$ cat src/rtl/hour_editor.sv
// ============================================================================
// Module   : hour_editor
// Purpose  : Writer side of the clock display. Passes live RTC time to the
//            renderer when idle. In program mode it edits a snapshot of the
//            time with the buttons and commits it to the RTC over req/ack.
//            Optional hold-to-repeat on up/down: HOUR_EDITOR_AUTOREPEAT_EN.
// Revision : 1.0 - initial release
// ============================================================================
`default_nettype none

module hour_editor #(
  parameter logic [7:0] HOUR_MAX      = 8'h23,
  parameter logic [7:0] MINSEC_MAX    = 8'h59,
  parameter int         HOLD_CYCLES   = 50000000,
  parameter int         REPEAT_CYCLES = 10000000
) (
  input  logic        clk,
  input  logic        reset,
  input  logic        prog_req,
  input  logic        btn_up,
  input  logic        btn_down,
  input  logic        btn_left,
  input  logic        btn_right,
  input  logic        btn_ok,
  input  logic [7:0]  rtc_hour_in1,
  input  logic [7:0]  rtc_hour_in2,
  input  logic [7:0]  rtc_hour_in3,
  input  logic        wr_ack,
  output logic [7:0]  hour_out1,
  output logic [7:0]  hour_out2,
  output logic [7:0]  hour_out3,
  output logic        programar_on,
  output logic [3:0]  direccion_actual_pantalla,
  output logic        wr_req,
  output logic [23:0] wr_data
);

  localparam logic [1:0] c_IDLE   = 2'd0;
  localparam logic [1:0] c_EDIT   = 2'd1;
  localparam logic [1:0] c_COMMIT = 2'd2;

  localparam int c_B_OK    = 5;
  localparam int c_B_PROG  = 4;
  localparam int c_B_UP    = 3;
  localparam int c_B_DOWN  = 2;
  localparam int c_B_LEFT  = 1;
  localparam int c_B_RIGHT = 0;

  if (HOLD_CYCLES < 1 || REPEAT_CYCLES < 1) begin : g_bad_cfg
    $error("hour_editor: HOLD_CYCLES and REPEAT_CYCLES must be >= 1");
  end

  logic [1:0]  r_state;
  logic [1:0]  w_state_nxt;
  logic [5:0]  w_btn;
  logic [5:0]  r_sync1;
  logic [5:0]  r_sync2;
  logic [5:0]  r_sync3;
  logic [5:0]  w_pulse;
  logic        w_rep_up;
  logic        w_rep_down;
  logic        w_do_up;
  logic        w_do_down;
  logic        w_do_left;
  logic        w_do_right;
  logic        w_do_ok;
  logic [7:0]  r_hour1;
  logic [7:0]  r_hour2;
  logic [7:0]  r_hour3;
  logic [1:0]  r_cursor;
  logic [23:0] r_wr_data;
  logic [7:0]  w_sel_val;
  logic [7:0]  w_sel_max;
  logic [7:0]  w_sel_new;

  function automatic logic bcd_bad(input logic [7:0] v, input logic [7:0] lim);
    return (v[3:0] > 4'd9) || (v[7:4] > 4'd9) || (v > lim);
  endfunction

  function automatic logic [7:0] bcd_inc(input logic [7:0] v, input logic [7:0] lim);
    if (bcd_bad(v, lim) || v == lim) return 8'h00;
    else if (v[3:0] == 4'd9)         return {v[7:4] + 4'd1, 4'h0};
    else                             return {v[7:4], v[3:0] + 4'd1};
  endfunction

  function automatic logic [7:0] bcd_dec(input logic [7:0] v, input logic [7:0] lim);
    if (bcd_bad(v, lim))       return 8'h00;
    else if (v == 8'h00)       return lim;
    else if (v[3:0] == 4'd0)   return {v[7:4] - 4'd1, 4'h9};
    else                       return {v[7:4], v[3:0] - 4'd1};
  endfunction

  // Two flops of synchronization, the third only feeds the rising-edge detect
  assign w_btn   = {btn_ok, prog_req, btn_up, btn_down, btn_left, btn_right};
  assign w_pulse = r_sync2 & ~r_sync3;

  always_ff @(posedge clk or negedge reset) begin
    if (!reset) begin
      r_sync1 <= '0;
      r_sync2 <= '0;
      r_sync3 <= '0;
    end else begin
      r_sync1 <= w_btn;
      r_sync2 <= r_sync1;
      r_sync3 <= r_sync2;
    end
  end

  // State register
  always_ff @(posedge clk or negedge reset) begin
    if (!reset) r_state <= c_IDLE;
    else        r_state <= w_state_nxt;
  end

  // Next state; ok outranks prog_req, so cancel only wins when ok is absent
  always_comb begin
    w_state_nxt = r_state;
    case (r_state)
      c_IDLE:   if (w_pulse[c_B_PROG]) w_state_nxt = c_EDIT;
      c_EDIT: begin
        if (w_pulse[c_B_OK])        w_state_nxt = c_COMMIT;
        else if (w_pulse[c_B_PROG]) w_state_nxt = c_IDLE;
      end
      c_COMMIT: if (wr_ack) w_state_nxt = c_IDLE;
      default:  w_state_nxt = c_IDLE;
    endcase
  end

  // Outputs decoded from state
  always_comb begin
    programar_on = (r_state != c_IDLE);
    wr_req       = (r_state == c_COMMIT);
  end

`ifdef HOUR_EDITOR_AUTOREPEAT_EN
  logic [1:0] w_hold_lvl;
  logic [1:0] w_rep_step;
  logic       w_hold_clr;

  assign w_hold_lvl = {r_sync2[c_B_UP], r_sync2[c_B_DOWN]};
  assign w_hold_clr = (r_state != c_EDIT) || (w_state_nxt != c_EDIT);

  for (genvar gi = 0; gi < 2; gi++) begin : g_hold
    logic [31:0] r_cnt;
    logic        r_rep;
    logic        w_hit;

    assign w_hit = (r_cnt == (r_rep ? 32'(REPEAT_CYCLES - 1) : 32'(HOLD_CYCLES - 1)));
    assign w_rep_step[gi] = w_hold_lvl[gi] && !w_hold_clr && w_hit;

    always_ff @(posedge clk or negedge reset) begin
      if (!reset) begin
        r_cnt <= '0;
        r_rep <= 1'b0;
      end else if (w_hold_clr || !w_hold_lvl[gi]) begin
        r_cnt <= '0;
        r_rep <= 1'b0;
      end else if (w_hit) begin
        r_cnt <= '0;
        r_rep <= 1'b1;
      end else begin
        r_cnt <= r_cnt + 32'd1;
      end
    end
  end

  assign w_rep_up   = w_rep_step[1];
  assign w_rep_down = w_rep_step[0];
`else
  assign w_rep_up   = 1'b0;
  assign w_rep_down = 1'b0;
`endif

  // Only the highest-priority edit action of a cycle is taken
  always_comb begin
    w_do_ok    = 1'b0;
    w_do_up    = 1'b0;
    w_do_down  = 1'b0;
    w_do_left  = 1'b0;
    w_do_right = 1'b0;
    if (w_pulse[c_B_OK])                    w_do_ok    = 1'b1;
    else if (w_pulse[c_B_PROG])             ;
    else if (w_pulse[c_B_UP] || w_rep_up)   w_do_up    = 1'b1;
    else if (w_pulse[c_B_DOWN] || w_rep_down) w_do_down = 1'b1;
    else if (w_pulse[c_B_LEFT])             w_do_left  = 1'b1;
    else if (w_pulse[c_B_RIGHT])            w_do_right = 1'b1;
  end

  always_comb begin
    w_sel_val = r_hour1;
    w_sel_max = HOUR_MAX;
    case (r_cursor)
      2'd1: begin w_sel_val = r_hour2; w_sel_max = MINSEC_MAX; end
      2'd2: begin w_sel_val = r_hour3; w_sel_max = MINSEC_MAX; end
      default: ;
    endcase
    w_sel_new = w_do_up ? bcd_inc(w_sel_val, w_sel_max) : bcd_dec(w_sel_val, w_sel_max);
  end

  // The display registers double as edit registers: loading them every idle
  // cycle makes the entry snapshot implicit
  always_ff @(posedge clk or negedge reset) begin
    if (!reset) begin
      r_hour1   <= 8'h00;
      r_hour2   <= 8'h00;
      r_hour3   <= 8'h00;
      r_cursor  <= 2'd0;
      r_wr_data <= 24'h0;
    end else begin
      case (r_state)
        c_IDLE: begin
          r_hour1 <= rtc_hour_in1;
          r_hour2 <= rtc_hour_in2;
          r_hour3 <= rtc_hour_in3;
          if (w_pulse[c_B_PROG]) r_cursor <= 2'd0;
        end
        c_EDIT: begin
          if (w_do_up || w_do_down) begin
            case (r_cursor)
              2'd0:    r_hour1 <= w_sel_new;
              2'd1:    r_hour2 <= w_sel_new;
              2'd2:    r_hour3 <= w_sel_new;
              default: ;
            endcase
          end
          if (w_do_left)  r_cursor <= (r_cursor == 2'd0) ? 2'd2 : r_cursor - 2'd1;
          if (w_do_right) r_cursor <= (r_cursor >= 2'd2) ? 2'd0 : r_cursor + 2'd1;
          if (w_do_ok)    r_wr_data <= {r_hour1, r_hour2, r_hour3};
        end
        default: ;
      endcase
    end
  end

  assign hour_out1                 = r_hour1;
  assign hour_out2                 = r_hour2;
  assign hour_out3                 = r_hour3;
  assign direccion_actual_pantalla = {2'b00, r_cursor};
  assign wr_data                   = r_wr_data;

endmodule

`default_nettype wire
$ cat config.mk
export PLATFORM = sky130hd
export DESIGN_NAME = hour_editor
export DESIGN_NICKNAME = d
export VERILOG_FILES = /design/src/rtl/hour_editor.sv
export SDC_FILE = /design/constraint.sdc
export NUM_CORES = 1
export LEC_CHECK = 0
export BUFFER_PORTS_ARGS = -buffer_cell sky130_fd_sc_hd__buf_4
export CORE_AREA = 2 2 90 92
export CTS_BUF_LIST = sky130_fd_sc_hd__clkbuf_16
export CTS_CLUSTER_SIZE = 8
export DETAILED_ROUTE_END_ITERATION = 7
export DIE_AREA = 0 0 92 94
export GPL_TIMING_DRIVEN = 0
export MAX_ROUTING_LAYER = met4
export PLACE_DENSITY = 0.83
export SLEW_MARGIN = 10
export SYNTH_ARGS = -nofsm -noshare
export SYNTH_HDL_FRONTEND = slang
export SYNTH_SLANG_ARGS = --single-unit
$ cat constraint.sdc
create_clock -name clk -period 2.7 [get_ports clk]
set_input_delay 0.54 -clock clk [delete_from_list [all_inputs] [get_ports clk]]
set_output_delay 0.54 -clock clk [all_outputs]
set_load 0.02 [all_outputs]
==> metrics.md <==
| Metric | Value |
|---|---|
| Final setup violation count | `24` |
| Post-layout min period | `2840 ps` |
| PortBufs | `84` |
| Clock slew seen by the registers of the worst setup and hold paths | `60 ps` |
| CTS max path bufs | `2` |
| Max cap viols | `0` |
| DRC viols | `0` |
| Final period util | `105%` |
| Area share of the largest cell type after synthesis | `48.0%` |
| CTS buffer count | `9` |
| Vias per cell | `6.07` |
| Critical Path End Type | `flop` |
| Post-Synth Simple-Gate Area | `15.6%` |
| Syn Area/Cell | `10.5 um2` |
| FF+latch count, synth | `70` |
| Synth Instances | `349` |
| Fmax | `353 MHz` |
| CP arrival | `3020 ps` |
| Synth area leader | `dfrtp_1` |
| Final nets | `517` |
| CP required | `2890 ps` |
| Clock share of power | `14.0%` |
| Reg2reg start | `r_cursor[0]` |
| Core area | `7610 um2` |
| Worst-Skew Late Latency | `340 ps` |
| Pwr dens | `1510 nW/um2` |
| R2R Setup Slk | `-140 ps` |
| Startpoint Class | `flop` |
| Ant. Diodes | `0` |
| Fill count | `511` |
| Routability cong. | `0.925` |
| Comb pwr share | `62.9%` |
| Ys async rst share | `100%` |
| Main area contributors after synthesis | `dfrtp_1 (48%), mux2_2 (7.4%), nor2_1 (3.8%), a31oi_1 (3.8%), nand2_1 (3.2%)` |
| DP Area | `4460 um2` |
| Vias in the first global route | `3,527` |
| Die width | `92 um` |
| Synthesis Warnings | `0` |
| Hold-fix buffers at CTS | `0` |
| EDFF count, synth | `0` |
| Util after Layout | `69.1%` |
| GRT Residual Overflow | `0` |
| WL final | `12,100 um` |
| Top cell by count, worst path | `ha_4` |
| Ys flop type | `dfrtp_1` |
| Slowest-stage cell, CP | `dfrtp_2` |
| IO Pins | `87` |
| Synthesized area | `3650 um2` |
| Peak supply drop | `816 uV` |
| Synth Area in Adders | `3.09%` |
| All-Layer GR Usage | `27.8%` |
| Biggest cell delay along the critical path | `440 ps` |
| Post-DRT Antenna Nets | `0` |
| Mux cell area share after synthesis | `8.23%` |
| Global-route wire length before repair | `18,000 um` |
| Failing checks | `setup timing` |
| Crit Path Max Fanout | `7` |
| Post-DR wirelength/cell | `20.8 um` |
| Internal power | `4.28 mW` |
| Max-slew headroom | `42.8%` |
| TritonCTS clock tree | `built` |
| Root buf cell | `clkbuf_16` |
| Area growth syn-to-layout | `44.0%` |
| Distinct cells, synth | `55` |
| Worst Hold Class | `in -> async` |
| Die area | `8650 um2` |
| Finished Cell Area | `5260 um2` |
| H-tree levels | `3` |
| Final hold viol count | `0` |
| Critical-path cell list | `inv_4, ha_4, clkbuf_16, buf_12, nor2_4, a21oi_4, inv_2, ha_4, nand2_1, nor3_4, a2bb2oi_1, a21oi_1, o21ai_4, a31oi_1` |
| Clock tree sinks | `70` |
| DR vias | `3,532` |
| Starting DRC count in detailed routing | `385` |
| Synth Area in Compound Gates | `18.8%` |
| Share of cells above drive strength 1 | `47.7%` |
| Sw power | `3.66 mW` |
| Outcome | `finished, violations left` |
| Leakage | `2.37 nW` |
| Switching share of power | `46.1%` |
| Std cell rows | `32` |
| Worst reg-to-reg path cell count | `14` |
| Least-Margin Pin Slew | `859 ps` |
| Largest family of logic cells by synthesized area | `compound AO/OA/AOI/OAI gates` |
| Initial antenna violation count | `0` |
| R2R Path End | `hour_out3[5]` |
| Critical path class | `reg -> reg` |
| Die span in y | `94 um` |
| Max Clock Skew | `6.31 ps` |
| RSZ-0062 raised after global routing | `true` |
| Max Slew Vio Count | `0` |
| Largest net degree at the start of global routing | `71` |
| Final WS setup | `-135 ps` |
| Initial core utilization | `48.0%` |
| Register area share after synthesis | `48.0%` |
| HPWL after DPL | `7450 um` |
| DRT Pass-1 Iters | `5` |
| Synth Area in XOR/XNOR | `0.960%` |
| Sequential power share | `23.1%` |
| Final Total Pwr | `7.94 mW` |
==> stage by stage <==
| stage | instances | worst slack (ps) | TNS (ps) | hold slack, ps |
|---|---|---|---|---|
| after CTS | 571 | -1.67 | -1.67 | 305 |
| final | 582 | -135 | -2090 | 310 |
| after detailed placement | 536 | -265 | -5130 | 335 |
| after global routing | 582 | -154 | -2820 | 305 |
| after floorplan | 350 | 30.5 | 0 | 244 |
| after global placement | 536 | -311 | -5130 | 331 |
==> registers in the layout (all words and copies together) (netlist names) <==
| name | cells |
|---|---|
| wr_data | 24 |
| hour_out1 | 8 |
| hour_out2 | 8 |
| hour_out3 | 8 |
| r_sync1 | 6 |
| r_sync2 | 6 |
| r_sync3 | 6 |
| r_cursor | 2 |
| r_state | 2 |
==> power groups by stage <==
stage	Clock (mW)	Combinational, mW	Sequential (mW)
2_1_floorplan	0	2.10	2.12
3_3_place_gp	0	3.51	1.79
3_5_place_dp	0	3.60	1.81
4_1_cts	1.12	4.28	1.81
5_1_grt	1.17	5.21	1.88
6_report	1.11	4.99	1.84
==> kinds of logic (layout without fill, tap and decap cells) <==
group                      after synthesis  after routing
buffers and inverters                   32            161
muxes                                   27             27
adders and majority gates                9              9
AOI/OAI and AO/OA                       93             94
other                                    1              2
and+or+nand+nor                        113            113
DFF                                     70             70
xor gates and xnor gates                 4              4
==> cell type report <==
class                           count  area (um2)  area share [%]
Multi-Input combinational cell    249        1970            37.5
Sequential cell                    70        1750            33.4
Timing Repair Buffer              113         885            16.8
Clock buffer                        9         225            4.28
Buffer                             21         193            3.67
Tap cell                          102         128            2.43
Clock inverter                      7        56.3            1.07
Inverter                           11        46.3           0.881
==> cell usage after synthesis, drive strengths merged, types with 2 or more instances <==
cell    instances
a211oi          4
a21o            2
a21oi          26
a22oi           8
a31o            3
a31oi          22
and2            4
buf             9
clkbuf         12
dfrtp          70
ha              9
inv            11
mux2           24
mux2i           3
nand2          31
nand2b          7
nand3           8
nor2           40
nor2b           2
nor3            9
nor4            3
o21a            2
o21ai          17
o31ai           2
or3             2
xnor2           3
==> cell usage in the layout, fill, tap and decap left out, drive strengths merged, types with 4 or more instances in the layout <==
cell type,Yosys,routed
nand3,8,8
ha,9,9
o21ai,17,17
nand2,31,31
clkinv,0,4
dfrtp,70,70
inv,11,13
a21oi,26,26
a211oi,4,4
and2,4,4
nor3,9,9
a22oi,8,8
mux2,24,24
clkbuf,12,21
nand2b,7,7
a31oi,22,22
buf,9,121
nor2,40,40
==> worst max-delay path: cells and delay by family (launching register included) <==
family          cells  cell delay (ps)
fa+ha+maj           2              370
simple gates        3              500
flops               1              440
buf+inv             4              490
compound gates      5              880
==> repair_timing <==
item                                   in CTS  in global routing
buffers inserted                           17                 11
pin swaps                                  20                 25
gates resized for setup                    26                 23
setup endpoints to repair                  24                 34
cloned                                      2                  0
endpoints found under the hold margin       0                  0
==> metal layers <==
layer  share of wire [%]  routed length, um  global-route usage (%)
met2                  49               5910                    43.9
met4                 5.0                602                    15.2
met5                   0                  0                       -
met3                 9.1               1100                    6.26
met1                  37               4480                    33.6
==> worst max-delay path by stage <==
stage                            from      endpoint  slack [ps]  cells past startpoint
after floorplan           r_cursor[0]  hour_out2[7]          30                     12
after global placement    r_cursor[0]  hour_out3[5]        -310                     13
after detailed placement  r_cursor[0]  hour_out3[3]        -270                     13
after CTS                 r_cursor[1]  hour_out2[7]          -2                     10
after global routing      r_cursor[1]  hour_out2[2]        -150                     13
final                     r_cursor[0]  hour_out3[5]        -140                     14
No activity file was read; power rests on OpenSTA's default activity.
